--- config.mk ---
export PLATFORM = sky130hd
export DESIGN_NAME = dog_sprite_render
export DESIGN_NICKNAME = d
export VERILOG_FILES = /design/src/rtl/dog_sprite_render.sv
export SDC_FILE = /design/constraint.sdc
export NUM_CORES = 1
export LEC_CHECK = 0
export CAP_MARGIN = 20
export CORE_ASPECT_RATIO = 1.2
export CORE_MARGIN = 2
export CORE_UTILIZATION = 44
export CTS_CLUSTER_DIAMETER = 150
export DETAILED_ROUTE_END_ITERATION = 8
export GPL_TIMING_DRIVEN = 0
export MAX_ROUTING_LAYER = met4
export PLACE_DENSITY = 0.69
export SETUP_SLACK_MARGIN = 0.4
export SLEW_MARGIN = 5
export SYNTH_ARGS = -nofsm -noshare
export SYNTH_HDL_FRONTEND = slang
export SYNTH_SLANG_ARGS = --single-unit
--- constraint.sdc ---
create_clock -name pixel_clk -period 4.88 [get_ports pixel_clk]
set_input_delay 0.976 -clock pixel_clk [delete_from_list [all_inputs] [get_ports pixel_clk]]
set_output_delay 0.976 -clock pixel_clk [all_outputs]
set_load 0.02 [all_outputs]
--- src/rtl/dog_sprite_render.sv ---
// Dog sprite pixel stage: latches frame/position once per video frame,
// fetches the sprite from an external synchronous ROM and muxes the
// colour-keyed sprite over the background with a fixed 3-cycle latency.
module dog_sprite_render #(
  parameter int          SPR_W     = 32,
  parameter int          SPR_H     = 32,
  parameter int          FRAMES    = 5,
  parameter int          ADDR_W    = 13,
  parameter int          H_ACTIVE  = 640,
  parameter int          V_ACTIVE  = 480,
  parameter logic [11:0] KEY_COLOR = 12'hF0F,
  parameter logic [11:0] BG_COLOR  = 12'h000
) (
  input  logic              pixel_clk,
  input  logic              reset,
  input  logic [9:0]        hcnt,
  input  logic [9:0]        vcnt,
  input  logic              video_on,
  input  logic              hsync_in,
  input  logic              vsync_in,
  input  logic [2:0]        ActionSel,
  input  logic [9:0]        DogPos_x,
  input  logic [8:0]        DogPos_y,
  output logic [ADDR_W-1:0] rom_addr,
  input  logic [11:0]       rom_data,
  output logic [11:0]       rgb,
  output logic              hsync_out,
  output logic              vsync_out
);

  // Control/sync delay line: index 0 = after stage 1, index 1 = after stage 2.
  localparam int STAGES = 2;

  logic [2:0]        frame_q;
  logic [9:0]        x_q;
  logic [8:0]        y_q;
  logic              latch_trig;
  logic [10:0]       h_e, v_e, x_e, y_e, dx, dy;
  logic              inside_c;
  logic [ADDR_W-1:0] addr_c;
  logic [STAGES-1:0] ins_pipe, von_pipe, hs_pipe, vs_pipe;

  // First blanking line, column 0: safe point to swap frame parameters.
  assign latch_trig = (vcnt == 10'(V_ACTIVE)) && (hcnt == 10'd0);

  // Frame register: sprite parameters frozen for the whole visible frame.
  always_ff @(posedge pixel_clk) begin
    if (!reset) begin
      frame_q <= '0;
      x_q     <= '0;
      y_q     <= '0;
    end else if (latch_trig) begin
      frame_q <= (32'(ActionSel) >= FRAMES) ? 3'd0 : ActionSel;
      x_q     <= DogPos_x;
      y_q     <= DogPos_y;
    end
  end

  // Stage 1 hit test and address; 11-bit sums keep x+SPR_W from wrapping,
  // so a sprite near the right/bottom edge is clipped rather than wrapped.
  always_comb begin
    h_e      = {1'b0, hcnt};
    v_e      = {1'b0, vcnt};
    x_e      = {1'b0, x_q};
    y_e      = {2'b0, y_q};
    dx       = h_e - x_e;
    dy       = v_e - y_e;
    inside_c = video_on &&
               (h_e >= x_e) && (h_e < x_e + 11'(SPR_W)) &&
               (v_e >= y_e) && (v_e < y_e + 11'(SPR_H));
    addr_c   = ADDR_W'(frame_q) * ADDR_W'(SPR_W * SPR_H) +
               ADDR_W'(dy) * ADDR_W'(SPR_W) + ADDR_W'(dx);
  end

  // Stages 1-2: ROM address register plus control/sync shift registers.
  always_ff @(posedge pixel_clk) begin
    if (!reset) begin
      rom_addr <= '0;
      ins_pipe <= '0;
      von_pipe <= '0;
      hs_pipe  <= '1;
      vs_pipe  <= '1;
    end else begin
      if (inside_c) rom_addr <= addr_c;
      ins_pipe <= {ins_pipe[0], inside_c};
      von_pipe <= {von_pipe[0], video_on};
      hs_pipe  <= {hs_pipe[0], hsync_in};
      vs_pipe  <= {vs_pipe[0], vsync_in};
    end
  end

  // Stage 3: blanking, colour-key transparency and sync realignment.
  always_ff @(posedge pixel_clk) begin
    if (!reset) begin
      rgb       <= '0;
      hsync_out <= 1'b1;
      vsync_out <= 1'b1;
    end else begin
      if (!von_pipe[STAGES-1])
        rgb <= 12'h000;
      else if (ins_pipe[STAGES-1] && (rom_data != KEY_COLOR))
        rgb <= rom_data;
      else
        rgb <= BG_COLOR;
      hsync_out <= hs_pipe[STAGES-1];
      vsync_out <= vs_pipe[STAGES-1];
    end
  end

endmodule

==> summary.txt, run 1 <==
Run status
  • Status: complete, but fails checks
  • Failing checks: DRC

Pwr
  • Max IR drop VDD: 0.118 mV
  • Sequential Power Share: 0.367
  • P_int: 957 µW
  • Comb power frac: 0.198
  • Pwr/cell area: 265 mW/mm²
  • Switch share: 0.257
  • Clk network pwr share: 0.435
  • Switching power: 331 µW
  • Leakage power: 1.94 nW

Worst setup path
  • Buffer and inverter count on the worst path: 1
  • Slowest-stage cell, CP: clkdlybuf4s50_1
  • Worst setup EP type: flip-flop
  • CP cell instances: clkdlybuf4s50_1 > ha_1 > o211ai_1 > a21o_1 > nand2_1 > a21o_1 > a211oi_1 > nor2_1 > ha_1 > fa_2 > a211oi_4 > o21bai_1 > a21oi_2 > xnor2_1 > xnor2_1 > o311ai_1
  • Worst Path Class, Setup: in -> reg
  • CP Depth: 16
  • Crit-path max FO: 5
  • Crit path launch type: primary input
  • Critical Path Max Stage Delay: 0.45 ns
  • Critical path arrival: 4.51 ns
  • CP required: 5.13 ns
  • Kind of cell adding the most delay to the critical path: compound AO/OA/AOI/OAI gates
  • Worst Reg-to-Reg Cells: 17

Placed design
  • Placed Instances: 567
  • HPWL Detailed: 6350 µm
  • Pre-CTS setup slack: -0.347 ns
  • Global placer's final weighted congestion: 0.850
  • Input/output buffers: 84

Yosys
  • Syn Nets: 497
  • Async SR Flop Fraction: 0
  • Synth top area cells: dfxtp_1, ha_1, mux2i_1, xnor2_1, nor2_1
  • Avg Cell Area, Syn: 9.06 µm²
  • Synth cell types: 47
  • Yosys warns: 0
  • Post-synth top area share: 0.322
  • Synth Flop Type: dfxtp_1
  • Sequential share of the synthesized area: 0.322
  • Yosys reg bits: 57
  • Synth top cells by count: dfxtp_1, ha_1, nor2_1, inv_1, mux2i_1
  • Post-synth EDFFs: 0
  • Most frequent cell after synthesis: dfxtp_1
  • Area leader, netlist: dfxtp_1
  • Synthesized area: 0.00354 mm²
  • Gate Count Post-Synth: 391

Timing
  • Final setup viols: 0
  • Slew @ Worst Pin: 0.552 ns
  • Final worst slack: 0.621 ns
  • Clock skew: 0.0112 ns
  • Min cycle time layout: 4.26 ns
  • RSZ-0062 raised after global routing: false
  • Fin. max-slew vios: 0
  • Headroom to the max-slew limit: 0.632
  • Period utilisation layout: 0.873
  • Final Hold Viols: 0
  • Max Clk Rate: 0.235 GHz
  • Setup TNS: 0 ns

Layout
  • Area taken by flip-flops and latches: 0.00114 mm²
  • Finished Layout Cells: 588
  • Total inserted antenna cells: 0
  • Final #Nets: 597
  • Fillers: 662
  • Share of layout cells above drive strength 1: 0.0847
  • Synth-to-Final Area Change: 37.2%
  • Multi-input logic area: 0.00227 mm²

Clock network
  • CTS tree: yes
  • Cts bufs inserted: 9
  • CTS root buffer: clkbuf_8
  • CTS H-Tree Depth: 3
  • Worst skew pair latency: 0.35 ns
  • Clock sinks: 57
  • Clk buf depth: 2
  • Reg clk slew, reported paths: 0.07 ns

Floorplanning
  • Core area: 0.00775 mm²
  • Number of top-level pins: 86
  • Die Y: 102 µm
  • Row Count: 35
  • Die width: 85.9 µm
  • Die ar.: 0.00878 mm²
  • Initial Util: 0.457

Drt
  • Initial DRC count: 80
  • Wire per inst: 13.9 µm
  • DRC violations left: 8
  • TritonRoute pass-1 iters: 7
  • Vias per cell: 5.15
  • Routed vias: 3027
  • Drt total wl: 8180 µm
  • Routed Antenna Nets: 0

Global route
  • Vias in the first global route: 2975
  • GRT Overall Usage: 0.193
  • Largest net degree at the start of global routing: 12
  • First-pass GRT wire length: 13000 µm
  • Initial antenna violation count: 0
  • Gr ovfl total: 0

Min path
  • Hold Path Class: reg -> reg
  • WHS Path Cells: 1

Flow run
  • Max cap viols: 0
==> power by group through the flow <==
stage / clock [mW] / combinational (mW) / sequential, mW
2_1_floorplan: 0 / 0.139 / 0.487
3_3_place_gp: 0 / 0.229 / 0.483
3_5_place_dp: 0 / 0.232 / 0.483
4_1_cts: 0.571 / 0.241 / 0.473
5_1_grt: 0.590 / 0.280 / 0.473
6_report: 0.560 / 0.255 / 0.472
==> per-stage QoR <==
| stage | instance area, µm² | util | hold slack (ns) | total power [mW] |
|---|---|---|---|---|
| 6_report | 4860 | 0.627 | 0.409 | 1.29 |
| 3_5_place_dp | 4500 | 0.580 | 0.396 | 0.715 |
| 4_1_cts | 4780 | 0.617 | 0.413 | 1.28 |
| 3_3_place_gp | 4500 | 0.580 | 0.390 | 0.712 |
| 5_1_grt | 4860 | 0.627 | 0.434 | 1.34 |
| 2_1_floorplan | 3540 | - | 0.386 | 0.626 |
==> worst register-to-register path, stage by stage, from the launching register on <==
cell,delay [ns]
dfxtp_1,0.37
ha_2,0.20
inv_1,0.05
fa_2,0.35
a21o_1,0.23
a21oi_4,0.18
o21bai_1,0.10
a21oi_2,0.16
xnor2_1,0.14
ha_1,0.26
ha_2,0.20
fa_2,0.37
a211oi_4,0.25
o21bai_1,0.11
a21oi_2,0.15
xnor2_1,0.15
xnor2_1,0.09
o311ai_1,0.27
==> cell families (layout without fill, tap and decap cells) <==
group,count (synthesis),in the layout,share of synthesized area
AOI/OAI and AO/OA,63,63,0.118
xor gates and xnor gates,22,22,0.0544
adders and majority gates,47,47,0.175
buffers and inverters,42,147,0.0537
DFF,57,57,0.322
muxes,31,31,0.0876
and+or+nand+nor,129,129,0.190
==> flip-flops by register name, summed over array words and instances, names as in the netlist, 3 cells and up <==
signal,count
y_q,9
rom_addr,13
rgb,12
frame_q,3
x_q,10
==> cell type report <==
cell class	instances	share of cell area
Buffer	11	0.0152
Sequential cell	57	0.235
Tap cell	92	0.0237
Clock buffer	10	0.0283
Clock inverter	6	0.0237
Multi-Input combinational cell	292	0.468
Timing Repair Buffer	89	0.182
Inverter	31	0.0240
==> what timing repair did <==
action                     in CTS  in global routing
pin swaps                       6                 10
hold endpoints to repair        0                  0
hold buffers                    0                  0
setup endpoints to repair       1                  1
gates resized for setup         6                 13
setup buffers                   2                  3
==> metal layers <==
layer,share of wire,vias up,track usage
li1,-,1549,-
met1,0.42,1376,0.211
met2,0.50,86,0.338
met3,0.053,16,0.0444
met4,0.022,0,0.0769
met5,0,-,-
==> placed cells by master (no fill, tap or decap), drive strengths merged, types with 3 or more instances in the layout <==
master	n
clkbuf	16
nand2b	13
buf	10
inv	31
nor2	34
o211ai	5
xor2	6
xnor2	16
nor2b	3
ha	43
mux2i	31
nor3	4
nand4	3
bufinv	3
fa	4
dfxtp	57
nand4b	4
a21oi	22
nand2	30
clkdlybuf4s50	82
o21bai	3
nand3	12
a211oi	4
o21ai	12
a21o	8
and2	16
==> final timing paths <==
kind	from	to	slack, ns
worst max-delay path	hcnt[4]	rom_addr[12]	0.62
worst min-delay path	hs_pipe[1]	hsync_out	0.41
worst max register to register	x_q[0]	rom_addr[12]	1.15
worst min register to register	hs_pipe[1]	hsync_out	0.41
(Power assumes the default switching activity.)
==> run 2: changes to the inputs <==
--- a/constraint.sdc
+++ b/constraint.sdc
@@ -3,2 +3,2 @@
 set_output_delay 0.976 -clock pixel_clk [all_outputs]
-set_load 0.02 [all_outputs]
+set_load 0.005 [all_outputs]
==> results of run 2 <==
The final DEF is identical to that of run 1. Status: complete, but fails checks: DRC.
Among the figures that moved: total power 1.29 mW -> 1.28 mW
